File: config.mk
export PLATFORM = sky130hd
export DESIGN_NAME = thread_dispatch_scheduler
export DESIGN_NICKNAME = d
export VERILOG_FILES = /design/src/rtl/thread_dispatch_scheduler_pkg.sv /design/src/rtl/thread_dispatch_scheduler_rr_multi_pick.sv /design/src/rtl/thread_dispatch_scheduler.sv
export SDC_FILE = /design/constraint.sdc
export NUM_CORES = 1
export LEC_CHECK = 0
export ABC_CLOCK_PERIOD_IN_PS = 9300
export CAP_MARGIN = 10
export CORE_MARGIN = 10
export CORE_UTILIZATION = 49
export DETAILED_ROUTE_END_ITERATION = 10
export PLACE_DENSITY = 0.85
export REMOVE_ABC_BUFFERS = 1
export SLEW_MARGIN = 20
export SYNTH_ARGS = -nofsm -noshare
export SYNTH_HDL_FRONTEND = slang
export SYNTH_HIERARCHICAL = 1
export SYNTH_SLANG_ARGS = --single-unit
File: constraint.sdc
create_clock -name clk -period 9.3 [get_ports clk]
set_input_delay 1.86 -clock clk [delete_from_list [all_inputs] [get_ports clk]]
set_output_delay 1.86 -clock clk [all_outputs]
set_load 0.02 [all_outputs]
File: src/rtl/thread_dispatch_scheduler_pkg.sv
// thread_dispatch_scheduler_pkg
//   Shared constants and types for the issue-side thread dispatch logic.
//   NUM_ALUS    : default issue slots per cycle
//   NUM_THREADS : default hardware thread count
//   TID_W       : thread-ID width (2**TID_W > NUM_THREADS so THREAD_IDLE fits)
//   THREAD_IDLE : slot marker for "nothing issued" (first ID past the last thread)
package thread_dispatch_scheduler_pkg;

   localparam int NUM_ALUS    = 3;
   localparam int NUM_THREADS = 4;
   localparam int TID_W       = 3;
   localparam int THREAD_IDLE = NUM_THREADS;

   typedef logic [TID_W-1:0] tid_t;

   // Modulo-n increment without relying on n being a power of two.
   function automatic int wrap_inc(input int t, input int n);
      return (t + 1 >= n) ? 0 : t + 1;
   endfunction

endpackage

File: src/rtl/thread_dispatch_scheduler_rr_multi_pick.sv
// rr_multi_pick
//   Combinational round-robin multi-picker. Scans threads starting at rr_ptr
//   (wrapping modulo NUM_THREADS) and places the k-th eligible thread in slot k,
//   up to NUM_ALUS picks. Unfilled slots carry THREAD_IDLE.
// Ports
//   elig      in   NUM_THREADS          thread may be picked this cycle
//   rr_ptr    in   TID_W                first thread to consider
//   picked    out  NUM_THREADS          one-hot-per-thread pick mask
//   slot_tid  out  NUM_ALUS x TID_W     picked thread ID per slot, or THREAD_IDLE
//   last_tid  out  TID_W                last thread picked in scan order (rr_ptr if none)
//   any_pick  out  1                    at least one thread picked
module rr_multi_pick
   import thread_dispatch_scheduler_pkg::*;
#(
   parameter int NUM_THREADS = thread_dispatch_scheduler_pkg::NUM_THREADS,
   parameter int NUM_ALUS    = thread_dispatch_scheduler_pkg::NUM_ALUS,
   parameter int TID_W       = thread_dispatch_scheduler_pkg::TID_W
) (
   input  logic [NUM_THREADS-1:0] elig,
   input  logic [TID_W-1:0]       rr_ptr,
   output logic [NUM_THREADS-1:0] picked,
   output logic [TID_W-1:0]       slot_tid [NUM_ALUS],
   output logic [TID_W-1:0]       last_tid,
   output logic                   any_pick
);

   localparam logic [TID_W-1:0] IDLE_TID = TID_W'(NUM_THREADS);

   int idx;
   int cnt;

   always_comb begin
      picked   = '0;
      last_tid = rr_ptr;
      any_pick = 1'b0;
      idx      = 0;
      cnt      = 0;
      for (int s = 0; s < NUM_ALUS; s++) begin
         slot_tid[s] = IDLE_TID;
      end
      for (int i = 0; i < NUM_THREADS; i++) begin
         idx = int'(rr_ptr) + i;
         if (idx >= NUM_THREADS) begin
            idx = idx - NUM_THREADS;
         end
         if (elig[idx] && (cnt < NUM_ALUS)) begin
            picked[idx] = 1'b1;
            for (int s = 0; s < NUM_ALUS; s++) begin
               if (s == cnt) begin
                  slot_tid[s] = TID_W'(idx);
               end
            end
            last_tid = TID_W'(idx);
            any_pick = 1'b1;
            cnt      = cnt + 1;
         end
      end
   end

endmodule

File: src/rtl/thread_dispatch_scheduler.sv
// thread_dispatch_scheduler
//   Picks up to NUM_ALUS distinct ready threads per cycle in round-robin order,
//   grants them, and registers their IDs into per-ALU issue slots. A slot whose
//   ID equals THREAD_IDLE (= NUM_THREADS) carries no instruction.
//   Optional performance counters are built when DISPATCH_PERF_CNT_EN is defined;
//   otherwise issue_count and cycle_count are tied to zero.
// Ports
//   clk               in   1                    core clock, rising edge
//   rst               in   1                    synchronous, active-high reset
//   thread_req        in   NUM_THREADS          thread has a decoded instruction ready
//   thread_halt       in   NUM_THREADS          pulse: thread finished (sticky until rst)
//   issue_stall       in   1                    downstream cannot accept issue
//   thread_grant      out  NUM_THREADS          combinational grant, consumed at this edge
//   dispatch_threads  out  NUM_ALUS x TID_W     registered slot thread IDs
//   all_halted        out  1                    registered; every thread halted
//   issue_count       out  32                   saturating count of issued slots
//   cycle_count       out  32                   saturating count of non-halted cycles
module thread_dispatch_scheduler
   import thread_dispatch_scheduler_pkg::*;
#(
   parameter int NUM_THREADS = thread_dispatch_scheduler_pkg::NUM_THREADS,
   parameter int NUM_ALUS    = thread_dispatch_scheduler_pkg::NUM_ALUS,
   parameter int TID_W       = thread_dispatch_scheduler_pkg::TID_W
) (
   input  logic                   clk,
   input  logic                   rst,
   input  logic [NUM_THREADS-1:0] thread_req,
   input  logic [NUM_THREADS-1:0] thread_halt,
   input  logic                   issue_stall,
   output logic [NUM_THREADS-1:0] thread_grant,
   output logic [TID_W-1:0]       dispatch_threads [NUM_ALUS],
   output logic                   all_halted,
   output logic [31:0]            issue_count,
   output logic [31:0]            cycle_count
);

   localparam logic [TID_W-1:0] IDLE_TID = TID_W'(NUM_THREADS);

   logic [NUM_THREADS-1:0] halted;
   logic [TID_W-1:0]       rr_ptr;
   logic [NUM_THREADS-1:0] elig;
   logic [NUM_THREADS-1:0] picked;
   logic [TID_W-1:0]       slot_tid [NUM_ALUS];
   logic [TID_W-1:0]       last_tid;
   logic                   any_pick;
   logic [TID_W-1:0]       rr_next;

   // A thread halting this cycle is already excluded from selection.
   assign elig         = thread_req & ~halted & ~thread_halt;
   assign thread_grant = picked & {NUM_THREADS{~issue_stall & ~rst}};
   assign rr_next      = TID_W'(wrap_inc(int'(last_tid), NUM_THREADS));

   rr_multi_pick #(
      .NUM_THREADS (NUM_THREADS),
      .NUM_ALUS    (NUM_ALUS),
      .TID_W       (TID_W)
   ) u_pick (
      .elig     (elig),
      .rr_ptr   (rr_ptr),
      .picked   (picked),
      .slot_tid (slot_tid),
      .last_tid (last_tid),
      .any_pick (any_pick)
   );

   always_ff @(posedge clk) begin
      if (rst) begin
         halted     <= '0;
         rr_ptr     <= '0;
         all_halted <= 1'b0;
         for (int s = 0; s < NUM_ALUS; s++) begin
            dispatch_threads[s] <= IDLE_TID;
         end
      end else begin
         halted     <= halted | thread_halt;
         all_halted <= &(halted | thread_halt);
         // Stall freezes both the slots and the pointer so nothing is lost or repeated.
         if (!issue_stall) begin
            for (int s = 0; s < NUM_ALUS; s++) begin
               dispatch_threads[s] <= slot_tid[s];
            end
            if (any_pick) begin
               rr_ptr <= rr_next;
            end
         end
      end
   end

`ifdef DISPATCH_PERF_CNT_EN
   logic [31:0] issue_add;
   logic [32:0] issue_sum;

   // Counts the slots being loaded at this edge, i.e. the instructions issued now.
   always_comb begin
      issue_add = '0;
      for (int s = 0; s < NUM_ALUS; s++) begin
         if (slot_tid[s] < IDLE_TID) begin
            issue_add = issue_add + 32'd1;
         end
      end
   end

   assign issue_sum = {1'b0, issue_count} + {1'b0, issue_add};

   always_ff @(posedge clk) begin
      if (rst) begin
         issue_count <= '0;
         cycle_count <= '0;
      end else begin
         if (!issue_stall) begin
            issue_count <= issue_sum[32] ? 32'hFFFF_FFFF : issue_sum[31:0];
         end
         if (!all_halted && (cycle_count != 32'hFFFF_FFFF)) begin
            cycle_count <= cycle_count + 32'd1;
         end
      end
   end
`else
   assign issue_count = 32'd0;
   assign cycle_count = 32'd0;
`endif

endmodule

==> impl_metrics.json <==
{
  "wl_per_cell_um": 15.10,
  "post-route-util_pct": 52.15,
  "hold_depth": 1,
  "cts_sinks": 17,
  "grt_start_max_net_pins": 33,
  "hpwl_um": 4112,
  "area_growth_pct": 0.6477,
  "fin_nets": 316,
  "cp.depth": 12,
  "root_buffer": "clkbuf_8",
  "synth_edf_count": 0,
  "rr_worst_depth": 13,
  "placed_cell_area_mm2": 0.002287,
  "drtIter0Drc": 137,
  "cp_top_family": "buffers and inverters",
  "yosysSeqAreaShare_pct": 14.68,
  "fin_crit_sh_pct": 79.69,
  "cts_max_level": 1,
  "drt_first_pass_iters": 4,
  "layout.cells.non_filler": 340,
  "holdWs_ps": 471.9,
  "finalInstanceArea_mm2": 0.002333,
  "synth-main-ff-cell": "dfxtp_1",
  "min_to": "dispatch_threads[5]",
  "p_total_mw": 0.5432,
  "yosysWarnings": 6,
  "placed_cells": 336,
  "cts_tree": "built",
  "clockBufferDepth": 2,
  "worst-path-max-fanout": 14,
  "viasPerCell": 5.168,
  "critPathKind": "in2out",
  "cp.arrival_ps": 5550,
  "maxSlewViolCount": 0,
  "ir_worst_vdd_mv": 0.09216,
  "grt_use_total_pct": 12.04,
  "gp_congestion": 0.9790,
  "min_from": "dispatch_threads[5]",
  "pre_cts_slack_ps": 1897,
  "slew_headroom_pct": 52.56,
  "n_fill_cell": 451,
  "ioPinCount": 89,
  "n_antenna_cell": 0,
  "die_w_um": 88.79,
  "grt_overflow": 0,
  "fin_ws_ps": 1889,
  "rsz0062_at_grt": "false",
  "antenna_found_initial": 0,
  "post-cts-setup-buffer-count": 0,
  "p_per_area_mw_per_mm2": 232.8,
  "vias": 1757,
  "crit_slowest_cell": "fa_1",
  "port_buffers": 24,
  "synth_cell_type_count": 62,
  "drive_gt1_share_pct": 8.681,
  "cp.required_ps": 7440,
  "clock_latency_ps": 250,
  "grt_pass1_vias": 1603,
  "reg2reg_from": "rr_ptr[1]",
  "dieArea_mm2": 0.007883,
  "status": "complete, no violations",
  "ant_nets": 0,
  "async_flop_share_pct": 0,
  "cp.buffers_inverters": 3,
  "synthCells": 274,
  "postCtsHoldBufs": 0,
  "core_mm2": 0.004474,
  "avgSynthCellArea_um2": 8.462,
  "hp-class": "reg2reg",
  "worstMarginPinSlew_ps": 710.7,
  "wirelength_um": 5134,
  "synth_seq_cells": 17,
  "grt_pass1_wl_um": 7852,
  "fmax_mhz": 134.9,
  "netlist_area_mm2": 0.002318,
  "setup_violations": 0,
  "row_count": 24,
  "endpoint_kind": "output port",
  "cts-buffers-inserted": 3,
  "start_util_pct": 51.82,
  "critPathLaunchType": "input pin",
  "period_needed_ps": 7411,
  "drv_cap": 0,
  "crit_chain": "clkdlybuf4s50_1, nor2_1, and2_1, mux4_2, inv_1, fa_1, o2bb2ai_1, mux2i_4, nand2_1, o21ai_1, and2_1, clkdlybuf4s50_1",
  "skew_ps": 5.936,
  "cts_resized": 0,
  "tns_ps": 0,
  "leakage_nw": 0.9870,
  "clk_pin_slew_worst_paths_ps": 60,
  "die_h_um": 88.79,
  "critPathMaxStageDelay_ps": 670,
  "hold_viol_final": 0,
  "drc": 0,
  "reg2reg_slack_ps": 4330,
  "timing.rr.end": "rr_ptr[1]"
}
-- worst max path at each step --
stage | from | end | slack, ps
finish | thread_halt[3] | thread_grant[1] | 1890
global route | thread_halt[3] | thread_grant[1] | 1620
CTS | thread_halt[3] | thread_grant[1] | 1900
detailed placement | thread_halt[3] | thread_grant[1] | 1900
global placement | thread_halt[3] | thread_grant[1] | 2030
floorplan | thread_halt[3] | thread_grant[0] | 3150
-- power breakdown --
| group | internal, mW | switching, mW | total (mW) | leakage (nW) |
|---|---|---|---|---|
| registers | 0.0847 | 0.0128 | 0.0975 | 0.140 |
| logic | 0.156 | 0.236 | 0.392 | 0.822 |
| clock network | 0.0297 | 0.0242 | 0.0538 | 0.0255 |
-- sequential cells by signal (all words and copies together) (netlist names) --
register / flops
all_halted: 1
dispatch_threads: 9
halted: 4
rr_ptr: 3
-- metal layers --
layer	vias to the layer above	GRT usage (%)	share of wire, %
li1	860	-	-
met1	813	13.98	39
met2	82	22.47	50
met3	2	3.125	11
met4	0	0.5874	0.12
met5	-	0	0
-- cells in the mapped netlist, types with 6 or more instances --
library cell | number | area (um2)
a21oi_1 | 6 | 30.03
and2_1 | 12 | 75.07
buf_2 | 6 | 30.03
buf_4 | 64 | 480.5
dfxtp_1 | 17 | 340.3
ha_1 | 15 | 187.7
inv_1 | 10 | 37.54
mux2i_1 | 16 | 160.2
nand2_1 | 14 | 52.55
nor2_1 | 19 | 71.32
-- worst reg2reg max path, cell delays in order, from the launching register on --
cell and delay [ps]:
dfxtp_1 780, inv_1 270, ha_1 680, mux4_2 760, inv_1 190, fa_1 540
nor2b_1 280, mux2i_4 130, and2_1 190, o31ai_1 360, ha_1 230, and2_1 140
a21oi_1 80, o41ai_2 250
-- final cells by class --
class	instances	area, um2	area share (%)
Multi-Input combinational cell	232	1597	68.42
Clock buffer	3	41.29	1.769
Tap cell	52	65.06	2.788
Timing Repair Buffer	25	247.7	10.62
Sequential cell	17	340.3	14.58
Clock inverter	1	5.005	0.2145
Inverter	10	37.54	1.609
-- layout by cell type, fill, tap and decap left out, types with 2 or more instances in the layout --
master	count
conb_1	64
clkbuf_8	3
nand2b_1	4
nor2_1	19
o211ai_1	2
a21oi_1	6
o21ai_1	4
a21boi_1	2
nand2_1	14
o21ai_0	4
dfxtp_1	17
a222oi_1	4
nor3_1	4
a22oi_1	3
o2bb2ai_1	2
or2_1	2
and2_1	12
clkdlybuf4s50_1	24
ha_1	15
inv_1	10
mux2_2	3
a211o_1	3
o31ai_1	2
a221oi_1	2
nor2_2	2
nand3b_1	2
mux2_1	3
mux4_2	4
mux2i_1	16
mux2_4	2
nor2b_1	4
-- logic make-up (layout without fill, tap and decap cells) --
kind of cell / after synthesis / after routing / synth area share, %
buffers and inverters: 88 / 39 / 26.66
and+or+nand+nor: 74 / 74 / 17.27
AOI/OAI and AO/OA: 48 / 48 / 15.92
muxes: 29 / 29 / 15.97
DFF: 17 / 17 / 14.68
adders and majority gates: 16 / 16 / 8.958
other: 1 / 64 / 0.1617
xor gates and xnor gates: 1 / 1 / 0.3778
(Power assumes the default switching activity.)
